### config.mk
export PLATFORM = sky130hd
export DESIGN_NAME = vectored_irq_ctrl_flat
export DESIGN_NICKNAME = d
export VERILOG_FILES = /design/src/rtl/vectored_irq_ctrl_if.sv /design/src/rtl/vectored_irq_ctrl.sv /design/src/flat_wrapper.sv
export SDC_FILE = /design/constraint.sdc
export NUM_CORES = 1
export LEC_CHECK = 0
export ABC_AREA = 1
export CAP_MARGIN = 20
export CORE_MARGIN = 3
export CORE_UTILIZATION = 30
export CTS_CLUSTER_DIAMETER = 120
export CTS_CLUSTER_SIZE = 20
export DETAILED_ROUTE_END_ITERATION = 8
export PLACE_DENSITY = 0.46
export REMOVE_ABC_BUFFERS = 1
export SYNTH_ARGS = -nofsm -noshare
export SYNTH_HDL_FRONTEND = slang
export SYNTH_SLANG_ARGS = --single-unit
### constraint.sdc
create_clock -name clk -period 3 [get_ports clk]
set_clock_uncertainty 0.2 [all_clocks]
set_input_delay 0.45 -clock clk [delete_from_list [all_inputs] [get_ports clk]]
set_output_delay 0.45 -clock clk [all_outputs]
set_load 0.03 [all_outputs]
### src/rtl/vectored_irq_ctrl_if.sv
// CPU-side bus of the vectored interrupt controller: configuration writes,
// the instruction-boundary/ack/iret handshake, and the vector hand-off.
interface vectored_irq_ctrl_if #(
    parameter int unsigned PC_W = 4
);
    logic            cfg_we;
    logic [3:0]      cfg_addr;
    logic [7:0]      cfg_wdata;
    logic            boundary;
    logic            irq_ack;
    logic            iret;
    logic            irq_req;
    logic [PC_W-1:0] vector;
    logic            vec_valid;

    // CPU / configuration master
    modport master (
        output cfg_we, cfg_addr, cfg_wdata, boundary, irq_ack, iret,
        input  irq_req, vector, vec_valid
    );

    // Interrupt controller
    modport slave (
        input  cfg_we, cfg_addr, cfg_wdata, boundary, irq_ack, iret,
        output irq_req, vector, vec_valid
    );
endinterface

### src/rtl/vectored_irq_ctrl.sv
// Vectored interrupt controller: edge-latched requests, maskable, fixed
// priority (index 0 highest) with in-service nesting, and a req/ack hand-off
// of the handler address at a CPU instruction boundary.
module vectored_irq_ctrl #(
    parameter int unsigned N_IRQ = 4,
    parameter int unsigned PC_W  = 4
) (
    input  logic                 clk,
    input  logic                 rst,
    input  logic [N_IRQ-1:0]     irq_in,
    vectored_irq_ctrl_if.slave   bus,
    output logic [N_IRQ-1:0]     pending,
    output logic [N_IRQ-1:0]     in_service
);
    localparam int unsigned ID_W     = (N_IRQ > 1) ? $clog2(N_IRQ) : 1;
    localparam int unsigned TAB_SIZE = 32'(1) << PC_W;

    typedef enum logic [1:0] {IDLE, REQ, ACK} state_t;

    state_t            state, state_nxt;
    logic [ID_W-1:0]   sel_id, sel_id_nxt, sel;
    logic [N_IRQ-1:0]  s1, s2, p;
    logic [N_IRQ-1:0]  mask;
    logic [PC_W-1:0]   vec_tab [N_IRQ];
    logic [N_IRQ-1:0]  edge_set, allowed, eligible, sel_oh, ack_clr, iret_clr;
    logic [N_IRQ-1:0]  pending_nxt, in_service_nxt;
    logic              blocked;
    logic [PC_W-1:0]   vec_cur;
    logic              irq_req_q, irq_req_nxt;
    logic              vec_valid_q, vec_valid_nxt;
    logic [PC_W-1:0]   vector_q, vector_nxt;
    logic              unused_wdata;

    // Upper write-data bits are not used by narrow configurations.
    assign unused_wdata = ^bus.cfg_wdata;

    assign bus.irq_req   = irq_req_q;
    assign bus.vec_valid = vec_valid_q;
    assign bus.vector    = vector_q;

    // Input synchronizers, edge history, mask and vector table.
    always_ff @(posedge clk) begin
        if (rst) begin
            s1   <= '0;
            s2   <= '0;
            p    <= '0;
            mask <= '1;
            for (int i = 0; i < int'(N_IRQ); i++)
                vec_tab[i] <= PC_W'(TAB_SIZE - N_IRQ + unsigned'(i));
        end else begin
            s1 <= irq_in;
            s2 <= s1;
            p  <= s2;
            if (bus.cfg_we) begin
                if (bus.cfg_addr == 4'(N_IRQ))
                    mask <= bus.cfg_wdata[N_IRQ-1:0];
                for (int i = 0; i < int'(N_IRQ); i++)
                    if (bus.cfg_addr == 4'(i))
                        vec_tab[i] <= bus.cfg_wdata[PC_W-1:0];
            end
        end
    end

    // Eligibility under nesting, fixed-priority select and table read.
    always_comb begin
        edge_set = s2 & ~p;
        allowed  = '0;
        blocked  = 1'b0;
        for (int i = 0; i < int'(N_IRQ); i++) begin
            if (in_service[i])
                blocked = 1'b1;
            allowed[i] = ~blocked;
        end
        eligible = pending & ~mask & allowed;
        sel      = '0;
        for (int i = int'(N_IRQ) - 1; i >= 0; i--)
            if (eligible[i])
                sel = ID_W'(i);
        sel_oh  = N_IRQ'(1) << sel_id;
        vec_cur = '0;
        for (int i = 0; i < int'(N_IRQ); i++)
            if (sel_id == ID_W'(i))
                vec_cur = vec_tab[i];
        // Lowest set bit = highest-priority handler in service.
        iret_clr = in_service & (~in_service + N_IRQ'(1));
    end

    // Next state and next registered outputs of the handshake FSM.
    always_comb begin
        state_nxt     = state;
        sel_id_nxt    = sel_id;
        irq_req_nxt   = irq_req_q;
        vec_valid_nxt = 1'b0;
        vector_nxt    = vector_q;
        ack_clr       = '0;
        case (state)
            IDLE: begin
                if (bus.boundary && (eligible != '0)) begin
                    state_nxt   = REQ;
                    sel_id_nxt  = sel;
                    irq_req_nxt = 1'b1;
                end
            end
            REQ: begin
                if (bus.irq_ack) begin
                    state_nxt     = ACK;
                    irq_req_nxt   = 1'b0;
                    vec_valid_nxt = 1'b1;
                    vector_nxt    = vec_cur;
                    ack_clr       = sel_oh;
                end else if ((mask & sel_oh) != '0) begin
                    state_nxt   = IDLE;
                    irq_req_nxt = 1'b0;
                end
            end
            ACK: begin
                state_nxt = IDLE;
            end
            default: begin
                state_nxt   = IDLE;
                irq_req_nxt = 1'b0;
            end
        endcase
        // A fresh edge wins over the acceptance clear; iret sees the old value.
        pending_nxt    = (pending & ~ack_clr) | edge_set;
        in_service_nxt = (bus.iret ? (in_service & ~iret_clr) : in_service) | ack_clr;
    end

    // State register and registered outputs.
    always_ff @(posedge clk) begin
        if (rst) begin
            state       <= IDLE;
            sel_id      <= '0;
            irq_req_q   <= 1'b0;
            vec_valid_q <= 1'b0;
            vector_q    <= '0;
            pending     <= '0;
            in_service  <= '0;
        end else begin
            state       <= state_nxt;
            sel_id      <= sel_id_nxt;
            irq_req_q   <= irq_req_nxt;
            vec_valid_q <= vec_valid_nxt;
            vector_q    <= vector_nxt;
            pending     <= pending_nxt;
            in_service  <= in_service_nxt;
        end
    end
endmodule

### src/flat_wrapper.sv
// flat-port wrapper written by rule: the top's interface ports become plain ports
module vectored_irq_ctrl_flat 
#(
    parameter int unsigned N_IRQ = 4,
    parameter int unsigned PC_W  = 4
)
  (clk, rst, irq_in, pending, in_service, bus_cfg_we, bus_cfg_addr, bus_cfg_wdata, bus_boundary, bus_irq_ack, bus_iret, bus_irq_req, bus_vector, bus_vec_valid);
  vectored_irq_ctrl_if #(.PC_W(PC_W)) bus_i ();
  input  logic clk;
  input  logic rst;
  input  logic [N_IRQ-1:0] irq_in;
  output logic [N_IRQ-1:0] pending;
  output logic [N_IRQ-1:0] in_service;
  input wire logic [$bits(bus_i.cfg_we)-1:0] bus_cfg_we;
  input wire logic [$bits(bus_i.cfg_addr)-1:0] bus_cfg_addr;
  input wire logic [$bits(bus_i.cfg_wdata)-1:0] bus_cfg_wdata;
  input wire logic [$bits(bus_i.boundary)-1:0] bus_boundary;
  input wire logic [$bits(bus_i.irq_ack)-1:0] bus_irq_ack;
  input wire logic [$bits(bus_i.iret)-1:0] bus_iret;
  output wire logic [$bits(bus_i.irq_req)-1:0] bus_irq_req;
  output wire logic [$bits(bus_i.vector)-1:0] bus_vector;
  output wire logic [$bits(bus_i.vec_valid)-1:0] bus_vec_valid;
  assign bus_i.cfg_we = bus_cfg_we;
  assign bus_i.cfg_addr = bus_cfg_addr;
  assign bus_i.cfg_wdata = bus_cfg_wdata;
  assign bus_i.boundary = bus_boundary;
  assign bus_i.irq_ack = bus_irq_ack;
  assign bus_i.iret = bus_iret;
  assign bus_irq_req = bus_i.irq_req;
  assign bus_vector = bus_i.vector;
  assign bus_vec_valid = bus_i.vec_valid;
  vectored_irq_ctrl #(.N_IRQ(N_IRQ), .PC_W(PC_W)) u_core (.clk(clk), .rst(rst), .irq_in(irq_in), .bus(bus_i), .pending(pending), .in_service(in_service));
endmodule
==> flow_metrics.env <==
export IMPL_vias=1538
export IMPL_critPathMaxStageDelay_ns=0.71
export IMPL_synth_area_leader_cell="dfxtp_1"
export IMPL_cp_buffers_inverters=1
export IMPL_ys_seq_elements=50
export IMPL_dieArea_um2=7743
export IMPL_slew_violations=0
export IMPL_drc=0
export IMPL_p_total_mw=1.344
export IMPL_dpl_hpwl_mm=3.328
export IMPL_multi_input_area_um2=705.7
export IMPL_crit_required_ns=2.35
export IMPL_hold_slack_ns=0.2073
export IMPL_yosysWarnings=0
export IMPL_die_h_um=88.00
export IMPL_layout_nets=295
export IMPL_gr_total_overflow=0
export IMPL_clock_latency_ns=0.30
export IMPL_relSlewSlack_pct=73.03
export IMPL_synth_cells=237
export IMPL_cap_viol_max_count=0
export IMPL_rsz0062_at_grt="no"
export IMPL_cts_sinks=50
export IMPL_antenna_found_initial=0
export IMPL_first_pass_iters=6
export IMPL_hp_class="reg2reg"
export IMPL_power_leakage_nw=1.035
export IMPL_max_freq_mhz=476.6
export IMPL_netlist_area_um2=2017
export IMPL_fin_setup_tns_ns=0
export IMPL_final_cell_mix="nand2_1, nor2_1, dfxtp_1"
export IMPL_setup_viol=0
export IMPL_wl_mm=4.280
export IMPL_nFillCells=662
export IMPL_postCtsSetupBuffers=0
export IMPL_worstPathArrival_ns=1.45
export IMPL_core_area_um2=6422
export IMPL_first_global_vias=1485
export IMPL_drive_gt1_share_pct=11.68
export IMPL_setup_ws_ns=0.9017
export IMPL_n_antenna_cell=0
export IMPL_crit_chain="clkdlybuf4s50_1"
export IMPL_start_util_pct=31.40
export IMPL_yosysUniqueCellTypes=25
export IMPL_via_per_inst=4.382
export IMPL_ant_nets=0
export IMPL_register_area_um2=1161
export IMPL_drt_iter0_markers=47
export IMPL_cts_resized=0
export IMPL_cp_end_kind="output pin"
export IMPL_final_area_um2=2556
export IMPL_ir_drop_mv=0.1621
export IMPL_num_rows=29
export IMPL_grt_pass1_wl_mm=7.286
export IMPL_cp_slowest_cell="clkdlybuf4s50_1"
export IMPL_power_density_nw_per_um2=525.8
export IMPL_synth_top_area_share_pct=33.75
export IMPL_cp_top_family="buffers and inverters"
export IMPL_dpl_cell_area_um2=2424
export IMPL_io_pins=36
export IMPL_pre_cts_slack_ns=0.8862
export IMPL_status="complete, no violations"
export IMPL_fin_cells=351
export IMPL_cts_buffers_inserted=5
export IMPL_final_util_pct=39.80
export IMPL_syn_avg_cell_area_um2=8.510
export IMPL_min_period_ns=2.098
export IMPL_syn_to_final_growth_pct=26.74
export IMPL_cts_root_buf="clkbuf_8"
export IMPL_io_buffers=31
export IMPL_dp_cells=343
export IMPL_cp_start_kind="flip-flop"
export IMPL_path_max_fanout=4
export IMPL_seq_area_frac_synth_pct=57.57
export IMPL_tightest_slew_ns=0.4041
export IMPL_gp_congestion=0.7740
export IMPL_clockBufferDepth=2
export IMPL_synthTopCellsByArea="dfxtp_1, edfxtp_1, nand2_1"
export IMPL_cts_tree="built"
export IMPL_grt_max_degree=17
export IMPL_grt_util_all_layers_pct=12.25
export IMPL_clkTransAtPathRegs_ns=0.09
export IMPL_path_class="reg2out"
export IMPL_period_share_pct=69.94
export IMPL_hold_buffers=0
export IMPL_layout_commonest_cell="nand2_1"
export IMPL_dieWidth_um=88.00
export IMPL_cts_htree_levels=2
export IMPL_hold_viol=0
export IMPL_routedWlPerCell_um=12.19
==> final timing paths <==
check	startpoint	endpoint	slack, ns	cells past startpoint
max	u_core.in_service[2]	in_service[2]	0.90	1
min	u_core.s1[1]	u_core.s2[1]	0.21	2
max reg2reg	u_core.sel_id[1]	u_core.bus.irq_req	1.54	8
min reg2reg	u_core.s1[1]	u_core.s2[1]	0.21	2
==> flip-flops by register name, indices dropped and copies added (netlist names) <==
signal / flops
u_core.in_service: 4
u_core.bus.irq_req: 1
u_core.bus.vector: 4
u_core.vec_tab: 16
u_core.pending: 4
u_core.s2: 4
u_core.p: 4
u_core.bus.vec_valid: 1
u_core.s1: 4
u_core.sel_id: 2
u_core.mask: 4
u_core.state: 2
==> final cells by class <==
type                       instances  share of cell area [%]
sequential                        50                   45.42
multi-input combinational        148                   27.61
clock inverter                     2                   1.517
inverter                          34                   4.993
timing repair buffer              34                   13.02
tap                               77                   3.769
clock buffer                       6                   3.671
==> report_power, final <==
part           internal (mW)  switching, mW  leakage [nW]  total, mW
Clock                  0.301          0.224        0.0665      0.525
Sequential             0.721        0.00868         0.435      0.729
Combinational         0.0399         0.0503         0.533     0.0902
Total                   1.06          0.283          1.04       1.34
==> synth_stat cells <==
library cell,number
nand2_1,54
dfxtp_1,34
nor2_1,34
inv_1,28
a21oi_1,20
edfxtp_1,16
nor2_2,6
o21ai_1,6
inv_2,5
o21ai_0,5
a41oi_1,3
buf_2,3
nand3_1,3
nor3_1,3
clkbuf_1,2
nand2_2,2
nand3_2,2
nand3b_1,2
nand4_1,2
nor2_4,2
a21oi_2,1
clkinv_1,1
nor3_2,1
nor3_4,1
o21ai_2,1
==> logic make-up after synthesis <==
logic type,count (synthesis),synth area share (%)
and+or+nand+nor,112,25.12
DFF,50,57.57
buffers and inverters,39,7.444
AOI/OAI and AO/OA,36,9.864
==> routing by layer <==
layer	up-vias	wire (µm)	global-route usage, %
li1	826	-	-
met3	4	167	2.822
met2	38	1839	18.01
met5	-	0	0
met4	0	50	3.766
met1	670	2223	17.82
Note: power is estimated with default switching activity, not from simulation.
==> edit, RTL diff (config.mk and constraints unchanged) <==
Take the reset off `pending` and load it in a clocked block of its own.
--- a/src/rtl/vectored_irq_ctrl.sv
+++ b/src/rtl/vectored_irq_ctrl.sv
@@ -134,7 +134,6 @@
             irq_req_q   <= 1'b0;
             vec_valid_q <= 1'b0;
             vector_q    <= '0;
-            pending     <= '0;
             in_service  <= '0;
         end else begin
             state       <= state_nxt;
@@ -142,9 +141,12 @@
             irq_req_q   <= irq_req_nxt;
             vec_valid_q <= vec_valid_nxt;
             vector_q    <= vector_nxt;
-            pending     <= pending_nxt;
             in_service  <= in_service_nxt;
         end
     end
+
+    always_ff @(posedge clk) begin
+        pending <= pending_nxt;
+    end
 endmodule
 
Function: differs if rst is asserted again (counterexample within 4 cycles, from zero or initial values and one cycle with rst high); with rst held inactive, the same outputs for 10 cycles.
==> edit against the original RTL <==
- fmax up 1.4%
- worst setup slack better by 30 ps
- count of clock-buffer cells in the layout unchanged
- clock power down 16%
- wire length down 3.4%
- synthesized cell count down 3.0%
- design area down 3.1%
- sequential cell count unchanged
- register-to-register slack better by 30 ps
- area after synthesis down 2.2%
- power down 4.7%
- critical path depth unchanged
==> edit: results <==
{
  "outcome": "complete, no violations",
  "arrival_ps": 1420,
  "post-place-cells": 334,
  "reg2reg_depth": 9,
  "cp-endpoint": "in_service[0]",
  "grt_util_met3_pct": 3.22,
  "grt_use_total_pct": 12.0,
  "reg2reg_from": "u_core.in_service[0]$_SDFF_PP0_",
  "worst-path-max-fanout": 5,
  "wl_per_cell_um": 12.1,
  "grt-ovfl-total": 0,
  "fill_cells": 629,
  "cts-root-buf": "clkbuf_8",
  "grt_pass1_vias": 1399,
  "grt_pass1_wl_um": 6900,
  "crit-reg2reg-capture": "u_core.sel_id[0]$_SDFFE_PP0P_",
  "dr.first_iter.drc_count": 42,
  "rrSetupSlack_ps": 1570,
  "ys_types": 26,
  "ir_worst_vdd_mv": 0.238,
  "grt_max_degree": 31,
  "power_leakage_nw": 1.01,
  "dpl_cell_area_sq_um": 2370,
  "place.gp.congestion": 0.755,
  "use_met2_pct": 17.5,
  "synthCells": 230,
  "synth_edf_count": 16,
  "synth_commonest_cells": "nand2_1, dfxtp_1, inv_1, nor2_1",
  "drive_gt1_share_pct": 8.24,
  "grt_use_met1_pct": 17.1,
  "slew_headroom_pct": 77.7,
  "dr.pass1.iters": 4,
  "dr_total_vias": 1479,
  "p_sw_mw": 0.298,
  "synth_area_leaders": "dfxtp_1, edfxtp_1, nand2_1"
}
==> edit: cell types whose count changed after synthesis, sizes merged <==
cell	unedited run	this run
nand2	56	51
a21oi	21	17
nand3	5	7
o22ai	0	1
or2	0	1
inv	33	36
o21ai	12	17
nand4	2	0
clkbuf	2	0
nand3b	2	3
a22oi	0	1
nor2	42	35
a41oi	3	2
==> edit: final cells by class <==
type,count,share of cell area (%)
Clock buffer,6,3.79
Clock inverter,2,0.556
Inverter,37,5.61
Multi-Input combinational cell,140,26.6
Sequential cell,50,46.9
Tap cell,75,3.79
Timing Repair Buffer,32,12.8
==> edit: cell families after synthesis <==
family	share of synthesized area [%]
AOI/OAI and AO/OA	10.4
buffers and inverters	7.74
DFF	58.9
and+or+nand+nor	23.0
==> edit: through the flow <==
stage                     utilization (%)  worst slack [ps]
final                                40.4               931
after global routing                 40.4               857
after CTS                            40.4               898
after detailed placement             38.7               837
after global placement               38.7               838
after floorplan                         -              1500
==> edit: power by group through the flow <==
stage	Combinational, mW	Sequential, mW	Clock, mW
2_1_floorplan	0.0461	0.754	0
3_3_place_gp	0.110	0.750	0
3_5_place_dp	0.109	0.750	0
4_1_cts	0.110	0.734	0.459
5_1_grt	0.122	0.737	0.486
6_report	0.108	0.734	0.439
==> edit: layer usage <==
metal,routed length [um],up-vias,share of wire (%)
met3,170,4,4.1
met5,0,-,0
li1,-,801,-
met4,51,0,1.2
met2,1800,27,43
met1,2120,647,51
==> edit: worst min-delay path, cell delays in order, from the launching register on <==
cell	delay (ps)
dfxtp_1	300
inv_1	40
nor2_1	30
